$ cat src/rtl/rom_byte_fetcher_pkg.sv
// Shared definitions for the ROM byte fetcher: FSM state encoding, byte
// width and the word-geometry derivation helpers.
package rom_byte_fetcher_pkg;

  localparam int BYTE_W = 8;

  typedef enum logic [2:0] {
    IDLE      = 3'd0,
    WAIT      = 3'd1,
    CAPT      = 3'd2,
    RESP      = 3'd3,
    PREF_WAIT = 3'd4,
    PREF_CAPT = 3'd5
  } state_t;

  // Bytes held in one ROM word.
  function automatic int word_bytes(input int wordsize);
    return wordsize / BYTE_W;
  endfunction

  // Width of the byte offset inside one ROM word.
  function automatic int off_w(input int wordsize);
    return $clog2(word_bytes(wordsize));
  endfunction

endpackage

$ cat src/rtl/rom_byte_fetcher_lane.sv
// byte_lane_select: picks one little-endian byte lane out of a ROM word
// (offset 0 selects bits [7:0]). Purely combinational.
module byte_lane_select
  import rom_byte_fetcher_pkg::*;
#(
  parameter int WORDSIZE = 32
) (
  input  logic [WORDSIZE-1:0]         word,
  input  logic [off_w(WORDSIZE)-1:0]  off,
  output logic [BYTE_W-1:0]           lane
);

  localparam int WORD_BYTES = word_bytes(WORDSIZE);
  localparam int OFF_W      = off_w(WORDSIZE);

  // Lane multiplexer over all bytes of the word.
  always_comb begin
    // NOTE: default assignment first so every path drives lane (no latch).
    lane = word[BYTE_W-1:0];
    for (int i = 1; i < WORD_BYTES; i++) begin
      if (off == OFF_W'(i)) lane = word[i*BYTE_W +: BYTE_W];
    end
  end

endmodule

$ cat src/rtl/rom_byte_fetcher.sv
// rom_byte_fetcher: serves byte-addressed fetches from a word-addressed,
// 1-cycle-latency ROM through a one-word line buffer.
// Optional feature: define ROM_FETCH_PREFETCH_EN to add a second word buffer
// that is filled speculatively with word index+1 after each demand miss.
module rom_byte_fetcher
  import rom_byte_fetcher_pkg::*;
#(
  parameter int WORDSIZE = 32,
  parameter int ADDR_W   = 32
) (
  input  logic                           clk,
  input  logic                           reset,
  input  logic                           req_valid,
  input  logic [ADDR_W-1:0]              req_addr,
  output logic                           req_ready,
  output logic                           resp_valid,
  output logic [BYTE_W-1:0]              resp_byte,
  output logic                           mem_enable,
  output logic [ADDR_W-off_w(WORDSIZE)-1:0] mem_addr,
  input  logic [WORDSIZE-1:0]            mem_data
);

  localparam int OFF_W = off_w(WORDSIZE);
  localparam int IDX_W = ADDR_W - OFF_W;

  state_t              state, next_state;
  logic                buf_valid;
  logic [WORDSIZE-1:0] buf_word;
  logic [IDX_W-1:0]    buf_tag;
  logic [OFF_W-1:0]    off_q;

  logic [IDX_W-1:0]    req_idx;
  logic [OFF_W-1:0]    req_off;
  logic                hit;
  logic [WORDSIZE-1:0] hit_word;
  logic [BYTE_W-1:0]   hit_lane;
  logic [BYTE_W-1:0]   mem_lane;
  logic                serve_hit;
  logic                issue_miss;

  assign req_idx = req_addr[ADDR_W-1:OFF_W];
  assign req_off = req_addr[OFF_W-1:0];

`ifdef ROM_FETCH_PREFETCH_EN
  logic                pbuf_valid;
  logic [WORDSIZE-1:0] pbuf_word;
  logic [IDX_W-1:0]    pbuf_tag;
  logic                pf_pending;
  logic                start_pref;
  logic                hit_a;

  assign hit_a    = buf_valid && (buf_tag == req_idx);
  assign hit      = hit_a || (pbuf_valid && (pbuf_tag == req_idx));
  assign hit_word = hit_a ? buf_word : pbuf_word;
`else
  assign hit      = buf_valid && (buf_tag == req_idx);
  assign hit_word = buf_word;
`endif

  byte_lane_select #(.WORDSIZE(WORDSIZE)) u_hit_sel (
    .word (hit_word),
    .off  (req_off),
    .lane (hit_lane)
  );

  byte_lane_select #(.WORDSIZE(WORDSIZE)) u_mem_sel (
    .word (mem_data),
    .off  (off_q),
    .lane (mem_lane)
  );

  // State register.
  always_ff @(posedge clk) begin
    // NOTE: sequential state uses non-blocking assignments only.
    if (reset) state <= IDLE;
    else       state <= next_state;
  end

  // Next-state logic and per-cycle control decisions.
  always_comb begin
    next_state = state;
    req_ready  = 1'b0;
    serve_hit  = 1'b0;
    issue_miss = 1'b0;
`ifdef ROM_FETCH_PREFETCH_EN
    start_pref = 1'b0;
`endif
    case (state)
      IDLE, RESP: begin
        req_ready = 1'b1;
        if (req_valid) begin
          if (hit) begin
            serve_hit  = 1'b1;
            next_state = RESP;
          end else begin
            issue_miss = 1'b1;
            next_state = WAIT;
          end
        end else if (state == RESP) begin
          next_state = IDLE;
`ifdef ROM_FETCH_PREFETCH_EN
          if (pf_pending) begin
            start_pref = 1'b1;
            next_state = PREF_WAIT;
          end
`endif
        end
      end
      WAIT:      next_state = CAPT;
      CAPT:      next_state = RESP;
      PREF_WAIT: next_state = PREF_CAPT;
      PREF_CAPT: next_state = IDLE;
      default:   next_state = IDLE;
    endcase
  end

  // Datapath: response register, ROM interface and line buffer(s).
  always_ff @(posedge clk) begin
    if (reset) begin
      resp_valid <= 1'b0;
      resp_byte  <= '0;
      mem_enable <= 1'b0;
      mem_addr   <= '0;
      buf_valid  <= 1'b0;
      // NOTE: the buffer word is reset too so a hit can never expose X data.
      buf_word   <= '0;
      buf_tag    <= '0;
      off_q      <= '0;
`ifdef ROM_FETCH_PREFETCH_EN
      pbuf_valid <= 1'b0;
      pbuf_word  <= '0;
      pbuf_tag   <= '0;
      pf_pending <= 1'b0;
`endif
    end else begin
      resp_valid <= 1'b0;
      if (serve_hit) begin
        resp_valid <= 1'b1;
        resp_byte  <= hit_lane;
      end
      if (issue_miss) begin
        off_q      <= req_off;
        mem_addr   <= req_idx;
        mem_enable <= 1'b1;
      end
      if (state == CAPT) begin
        buf_word   <= mem_data;
        buf_valid  <= 1'b1;
        buf_tag    <= mem_addr;
        resp_byte  <= mem_lane;
        resp_valid <= 1'b1;
        mem_enable <= 1'b0;
      end
`ifdef ROM_FETCH_PREFETCH_EN
      // Only a completed demand miss arms the speculative next-word read.
      if (state == CAPT)      pf_pending <= 1'b1;
      else if (state == RESP) pf_pending <= 1'b0;
      if (start_pref) begin
        mem_addr   <= buf_tag + IDX_W'(1);
        mem_enable <= 1'b1;
      end
      if (state == PREF_CAPT) begin
        pbuf_word  <= mem_data;
        pbuf_valid <= 1'b1;
        pbuf_tag   <= mem_addr;
        mem_enable <= 1'b0;
      end
`endif
    end
  end

endmodule

$ cat config.mk
export PLATFORM = sky130hd
export DESIGN_NAME = rom_byte_fetcher
export DESIGN_NICKNAME = d
export VERILOG_FILES = /design/src/rtl/rom_byte_fetcher_pkg.sv /design/src/rtl/rom_byte_fetcher_lane.sv /design/src/rtl/rom_byte_fetcher.sv
export SDC_FILE = /design/constraint.sdc
export NUM_CORES = 1
export LEC_CHECK = 0
export CORE_MARGIN = 2
export CORE_UTILIZATION = 45
export DETAILED_ROUTE_END_ITERATION = 12
export GPL_ROUTABILITY_DRIVEN = 0
export MAX_ROUTING_LAYER = met4
export PLACE_DENSITY = 0.82
export SLEW_MARGIN = 10
export SYNTH_ARGS = -nofsm -noshare
export SYNTH_HDL_FRONTEND = slang
export SYNTH_SLANG_ARGS = --single-unit
$ cat constraint.sdc
create_clock -name clk -period 1.7 [get_ports clk]
set_clock_uncertainty 0.1 [all_clocks]
set_input_delay 0.17 -clock clk [delete_from_list [all_inputs] [get_ports clk]]
set_output_delay 0.17 -clock clk [all_outputs]
set_load 0.02 [all_outputs]
==> qor.csv <==
stage,metric,value,unit
floorplan,io pins,108,
timing,final critical-path share of the clock period,119,%
clock_tree,Clock Sinks,108,
yosys,Cells after Synth,492,
global_route,most crowded layer after global routing,met2,
floorplan,die width,104,um
worst_setup_path,Setup crit end,mem_addr[22],
global_route,vias in the first global route,3824,
yosys,Post-synth EDFFs,0,
clock_tree,root cell of the clock tree,clkbuf_8,
timing,RSZ-0062 raised after global routing,true,
layout,storage element area,2180,sq um
clock_tree,"Clk Latency, worst-skew pair",0.37,ns
yosys,fraction of registers with async set/reset,0,%
run_status,failing checks,negative setup slack,
yosys,"Net Count, Synth",559,
yosys,synth top area cells,"dfxtp_1, nand2_1, mux2i_1, mux4_2, a21oi_1",
timing,Setup TNS,-11.20,ns
placed_design,Post-DP HPWL,7880,um
timing,highest clock rate,496,MHz
clock_tree,number of CTS-inserted buffers,9,
timing,Worst-Margin Slew,0.545,ns
floorplan,Die Area,10900,sq um
worst_setup_path,CP max FO,15,
clock_tree,hold buffers post-CTS,0,
global_route,GR Util met3,3.45,%
timing,post-route minimum period,2.02,ns
clock_tree,Clock Path Buffers,2,
route,Post-route DRC,0,
timing,Slew headroom,62.7,%
worst_setup_path,Worst Setup Start Kind,primary input,
timing,Final Hold Fails,0,
yosys,distinct cell type count after synthesis,25,
placed_design,Buffers on Ports,107,
worst_setup_path,crit path capture type,flop,
layout,Final #Nets,661,
worst_setup_path,Critical Path AT,2.17,ns
global_route,GR Layer Usage met2,35.3,%
run_status,status,"finished, violations left",
global_route,first-pass GRT wire length,18100,um
yosys,Post-Synthesis Cell Area,4540,sq um
route,total vias in the final route,3782,
yosys,sequential share of the synthesized area,47.6,%
layout,Area Growth Syn to Fin,35.1,%
clock_tree,CTS tree,done,
route,"antenna viol nets, final",0,
yosys,"Avg Cell Area, Syn",9.22,sq um
global_route,largest net degree at the start of global routing,47,
layout,area of the multi-input gates,2280,sq um
worst_setup_path,Setup CP Type,in -> reg,
yosys,Post-synth top flop,dfxtp_1,
yosys,Synth Warn #,0,
clock_tree,H-tree levels,3,
hold_path,worst hold path startpoint,reset,
worst_setup_path,Reg-to-Reg Start,buf_tag[24],
global_route,grt total ovfl,0,
route,first-pass iteration count of the detailed router,5,
route,WL final,11200,um
worst_setup_path,capturing point of the worst reg2reg path,mem_addr[22],
worst_setup_path,worst path required time,1.85,ns
clock_tree,"CTS clk-pin slew, worst paths",0.09,ns
global_route,met1 usage,25.4,%
route,WL per Instance,15.3,um
job,max-cap viol count,0,
worst_setup_path,r2r worst-path depth,8,
timing,Setup Viol. Count Final,43,
power_and_ir_drop,P per Cell Area,919,nW/um^2
floorplan,die height,104,um
yosys,"flops & latches, synth",108,
yosys,top-area cell type share of the netlist area,47.6,%
floorplan,core area,9770,sq um
route,First DRT Iteration DRCs,179,
hold_path,Tightest Hold Check Type,in -> reg,
timing,"Slew Viols, Final",0,
route,detailed-route vias per instance,5.17,
floorplan,FP Rows,36,
worst_setup_path,critical path launch point,req_addr[26],
layout,number of diodes,0,
global_route,gr usage total,21.1,%
power_and_ir_drop,leakage,2.20,nW
layout,fillcell total,785,
layout,layout cells sized above 1,12.5,%
yosys,post-synth top area cell,dfxtp_1,
floorplan,initial core utilization,46.4,%
timing,Setup WS post-layout,-0.318,ns
global_route,initial antenna violation count,0,
power_and_ir_drop,Peak VDD IR,573,uV
power_and_ir_drop,overall power,0.00564,W
worst_setup_path,flop2flop setup slack,-0.31,ns
==> where the power goes <==
part | switching, W | internal, W
Clock | 0.000832 | 0.000689
Sequential | 0.000129 | 0.00270
Combinational | 0.000627 | 0.000657
==> cells by family after synthesis <==
| family | after synthesis | synth area share [%] |
|---|---|---|
| AOI/OAI and AO/OA | 75 | 8.96 |
| xor gates and xnor gates | 31 | 5.98 |
| buffers and inverters | 36 | 3.83 |
| DFF | 108 | 47.6 |
| muxes | 56 | 16.8 |
| and+or+nand+nor | 186 | 16.8 |
==> state kept, by name, indices dropped and copies added, names as in the netlist <==
signal,flops
off_q,2
buf_tag,30
mem_enable,1
buf_word,32
mem_addr,30
resp_valid,1
state,3
buf_valid,1
resp_byte,8
==> cell usage after synthesis (3+ instances only) <==
master,n
nand2_1,125
nor3_1,3
dfxtp_1,108
clkbuf_1,26
a21oi_1,63
buf_4,3
mux4_2,16
nand4_1,8
nor2_1,44
xnor2_1,30
mux2i_1,40
buf_2,4
buf_6,3
a211oi_1,8
==> worst min-delay path by stage <==
stage                         to  depth (start not counted)
finish               mem_addr[4]                          2
detailed placement  buf_word[16]                          2
global placement    buf_word[15]                          2
CTS                  mem_addr[7]                          2
global route          buf_tag[4]                          2
floorplan            buf_word[0]                          2
==> placed cells by master (no fill, tap or decap), types with 2 or more instances in the layout <==
master and count:
mux4_2 16, dfxtp_2 11, mux2i_1 39, nand4_1 8
nor2_1 43, dfxtp_1 97, clkbuf_1 2, clkdlybuf4s50_1 104
nor3_1 2, buf_4 12, nor4_4 2, clkbuf_8 9
a211oi_1 8, buf_12 8, xnor2_1 28, xnor2_2 2
a21oi_1 63, nand2_1 125
==> critical path, cell delays in order <==
cell,delay [ns]
clkdlybuf4s50_1,0.48
xnor2_2,0.27
nand4_1,0.22
nor4_4,0.35
buf_4,0.18
a21oi_4,0.08
buf_12,0.17
mux2i_2,0.19
nor2_1,0.05
==> repair_timing <==
action,4_1_cts,5_1_grt
resized for setup,5,10
hold endpoints to repair,0,0
gates cloned,0,0
buffers inserted,0,1
endpoints found under the setup margin,43,45
pin swaps,0,5
==> layer usage <==
layer	share of wire (%)	vias to the layer above
met5	0	-
met4	1.8	0
met3	4.0	14
met2	51	101
met1	44	1802
li1	-	1865
==> layout make-up <==
type                            instances  area share, %
Clock buffer                           11           2.14
Multi-Input combinational cell        348           37.1
Timing Repair Buffer                  127           21.5
Clock inverter                          5          0.980
Tap cell                              133           2.71
Sequential cell                       108           35.5
==> through the flow <==
stage               setup slack, ns  area [sq um]  hold WS, ns  util, %  cells
detailed placement           -0.626          5890        0.347     60.2    715
finish                       -0.318          6130       0.0899     62.7    732
global route                 -0.380          6130        0.104     62.7    732
CTS                          -0.270          6080       0.0712     62.3    731
global placement             -0.562          5890        0.339     60.2    715
floorplan                   -0.0405          4580        0.206        -    492
No activity file was read; power rests on OpenSTA's default activity.
==> RTL change, RTL diff (same flow settings) <==
Make the reset (`reset`) asynchronous in 2 clocked blocks.
--- a/src/rtl/rom_byte_fetcher.sv
+++ b/src/rtl/rom_byte_fetcher.sv
@@ -70,7 +70,7 @@
   );
 
   // State register.
-  always_ff @(posedge clk) begin
+  always_ff @(posedge clk or posedge reset) begin
     // NOTE: sequential state uses non-blocking assignments only.
     if (reset) state <= IDLE;
     else       state <= next_state;
@@ -115,7 +115,7 @@
   end
 
   // Datapath: response register, ROM interface and line buffer(s).
-  always_ff @(posedge clk) begin
+  always_ff @(posedge clk or posedge reset) begin
     if (reset) begin
       resp_valid <= 1'b0;
       resp_byte  <= '0;
Check against the original RTL: differs if reset is asserted again (counterexample within 4 cycles, from zero or initial values and one cycle with reset high); with reset held inactive, the same outputs for 10 cycles.
==> RTL change against the unedited design <==
- the run still ends with setup timing left
- area after synthesis is 6.5% higher
- worst setup slack worse by 0.27 ns
- sequential cell count stayed put
- register-to-register slack worse by 0.28 ns
- routed wire length is 3.2% higher
- non-clock buffer count stayed put
- cell area is 7.1% higher
- largest cell class is now sequential cells
Power is not compared: it rests on default switching activity, and its combinational part moved more than twofold at a synthesized area within 25%.
==> RTL change: results (changes against the unedited design) <==
status complete, but fails checks; failing checks setup timing; Worst Tran Pin Value 0.516 ns (-0.0295 ns); number of buffers created by CTS 9 (unchanged); final setup violation count 43 (unchanged); number of port buffers 107 (unchanged); Placed Instances 682 (-4.6%); final net count 632 (-4.4%); Synth top cells by count nand2_1 (189), dfrtp_1 (108), mux2_2 (32); Vias/cell 5.09 (-1.4%); Unique masters post-synth 27 (+8.0%); final non-filler cell total 706 (-3.6%); Worst-Skew Late Latency 0.36 ns; largest net degree at the start of global routing 82 (+74%); slowest stage delay, CP 0.52 ns (+0.04 ns); Compound-Gate Fraction of Synth Area 1.27% (-7.7 points); H-Tree Depth 3 (unchanged); clk root buf clkbuf_8; CP arrival 2.44 ns (+0.27 ns); top post-synthesis cells by area dfrtp_1 (56%), nand2_1 (15%), mux2_2 (7.5%), mux4_2 (7.5%), xnor2_1 (5.4%); Gate Count Post-Synth 447 (-9.1%); TritonRoute pass-1 iters 4 (-1); Net Count, Synth 514 (-8.1%); ant diodes 0 (unchanged); Iter 0 DRT Violations 212 (+18%); Peak VDD IR 1.15 mV; Clock Pin Slew Worst Setup and Hold Paths 0.11 ns (+0.02 ns); first-pass GRT wire length 18.2 mm (+1.0%); register area share after synthesis 55.9% (+8.3 points); DP HPWL 7.38 mm (-6.4%); fraction of registers with async set/reset 100% (+100 points); Overall Global Routing Usage 20.9% (-0.21 points); CTS Buffer Depth 2 (unchanged); via count of the first global-routing pass 3696 (-3.3%); mux cell area share after synthesis 16.6% (-0.19 points); slowest cell on the critical path or4_4; Leak 3.05 nW; main combinational cell family by area after synthesis simple AND/OR/NAND/NOR gates; xor/xnor share of the synthesized area 5.62% (-0.36 points); Crit Path Max Fanout 9 (-6); Fillers 813 (+3.6%); drt wl/cell 16.4 um (+7.0%); Hold Slack 0.254 ns (+0.164 ns); biggest area consumer among synthesized cells dfrtp_1; layout cells sized above 1 18.4% (+5.9 points); Worst Setup Slack, final -0.587 ns (-0.269 ns); biggest regs buf_word x32, buf_tag x30, mem_addr x30
[RTL change: worst max-delay path: cells and delay by family (launching register included)]
family,cells,cell delay [ns]
AOI/OAI and AO/OA,1,0.08
xor gates and xnor gates,1,0.17
and+or+nand+nor,3,1.10
DFF,1,0.40
muxes,1,0.16
buffers and inverters,1,0.16
[RTL change: final timing paths]
check | startpoint | endpoint | depth (start not counted)
setup / recovery | buf_tag[14] | resp_byte[6] | 7
hold / removal | mem_data[11] | buf_word[11] | 3
setup reg to reg | buf_tag[14] | resp_byte[6] | 7
hold reg to reg | buf_word[20] | buf_word[20] | 2
max in group asynchronous | reset | state[0] | 4
min in group asynchronous | reset | buf_word[2] | 3
[RTL change: layout make-up]
type                            count  area, sq um  area share (%)
Sequential cell                   108         2700            41.2
Multi-Input combinational cell    318         2120            32.3
Timing Repair Buffer              127         1380            21.0
Tap cell                          136          170            2.59
Clock buffer                        9          124            1.89
Clock inverter                      7         58.8           0.896
Inverter                            1         7.51           0.114
[RTL change: per-layer routing]
metal / wire [um] / track usage [%] / vias to the layer above
met3: 487 / 2.91 / 8
met4: 153 / 7.23 / 0
li1: - / - / 1710
met1: 5000 / 28.4 / 1777
met2: 5950 / 32.7 / 101
met5: 0 / - / -
[RTL change: through the flow]
step	cell area [sq um]	setup TNS, ns	setup WS, ns	power, mW
after floorplan	4840	-14.02	-0.368	8.30
after global placement	6170	-37.49	-0.910	10.3
after detailed placement	6170	-38.56	-0.953	10.5
after CTS	6420	-22.32	-0.559	12.1
after global routing	6560	-25.66	-0.650	13.2
final	6560	-23.48	-0.587	12.3
[RTL change: logic make-up after synthesis]
family,after synthesis
flip-flops,108
AND/OR/NAND/NOR,217
AO/OA/AOI/OAI,11
buffers and inverters,24
XOR/XNOR,31
multiplexers,56
[RTL change: power by group]
part / internal, mW / total, mW / leakage (nW) / switching [mW]
Sequential: 3.85 / 4.76 / 1.30 / 0.904
Clock: 0.558 / 1.47 / 0.0921 / 0.917
Combinational: 3.08 / 6.08 / 1.66 / 3.00
[RTL change: timing repair]
action,CTS,global route
gates resized for setup,13,21
hold endpoints to repair,3,0
pin swaps,9,4
cloned,3,2
hold buffers,1,0
setup endpoints to repair,44,113
buffers inserted,2,0
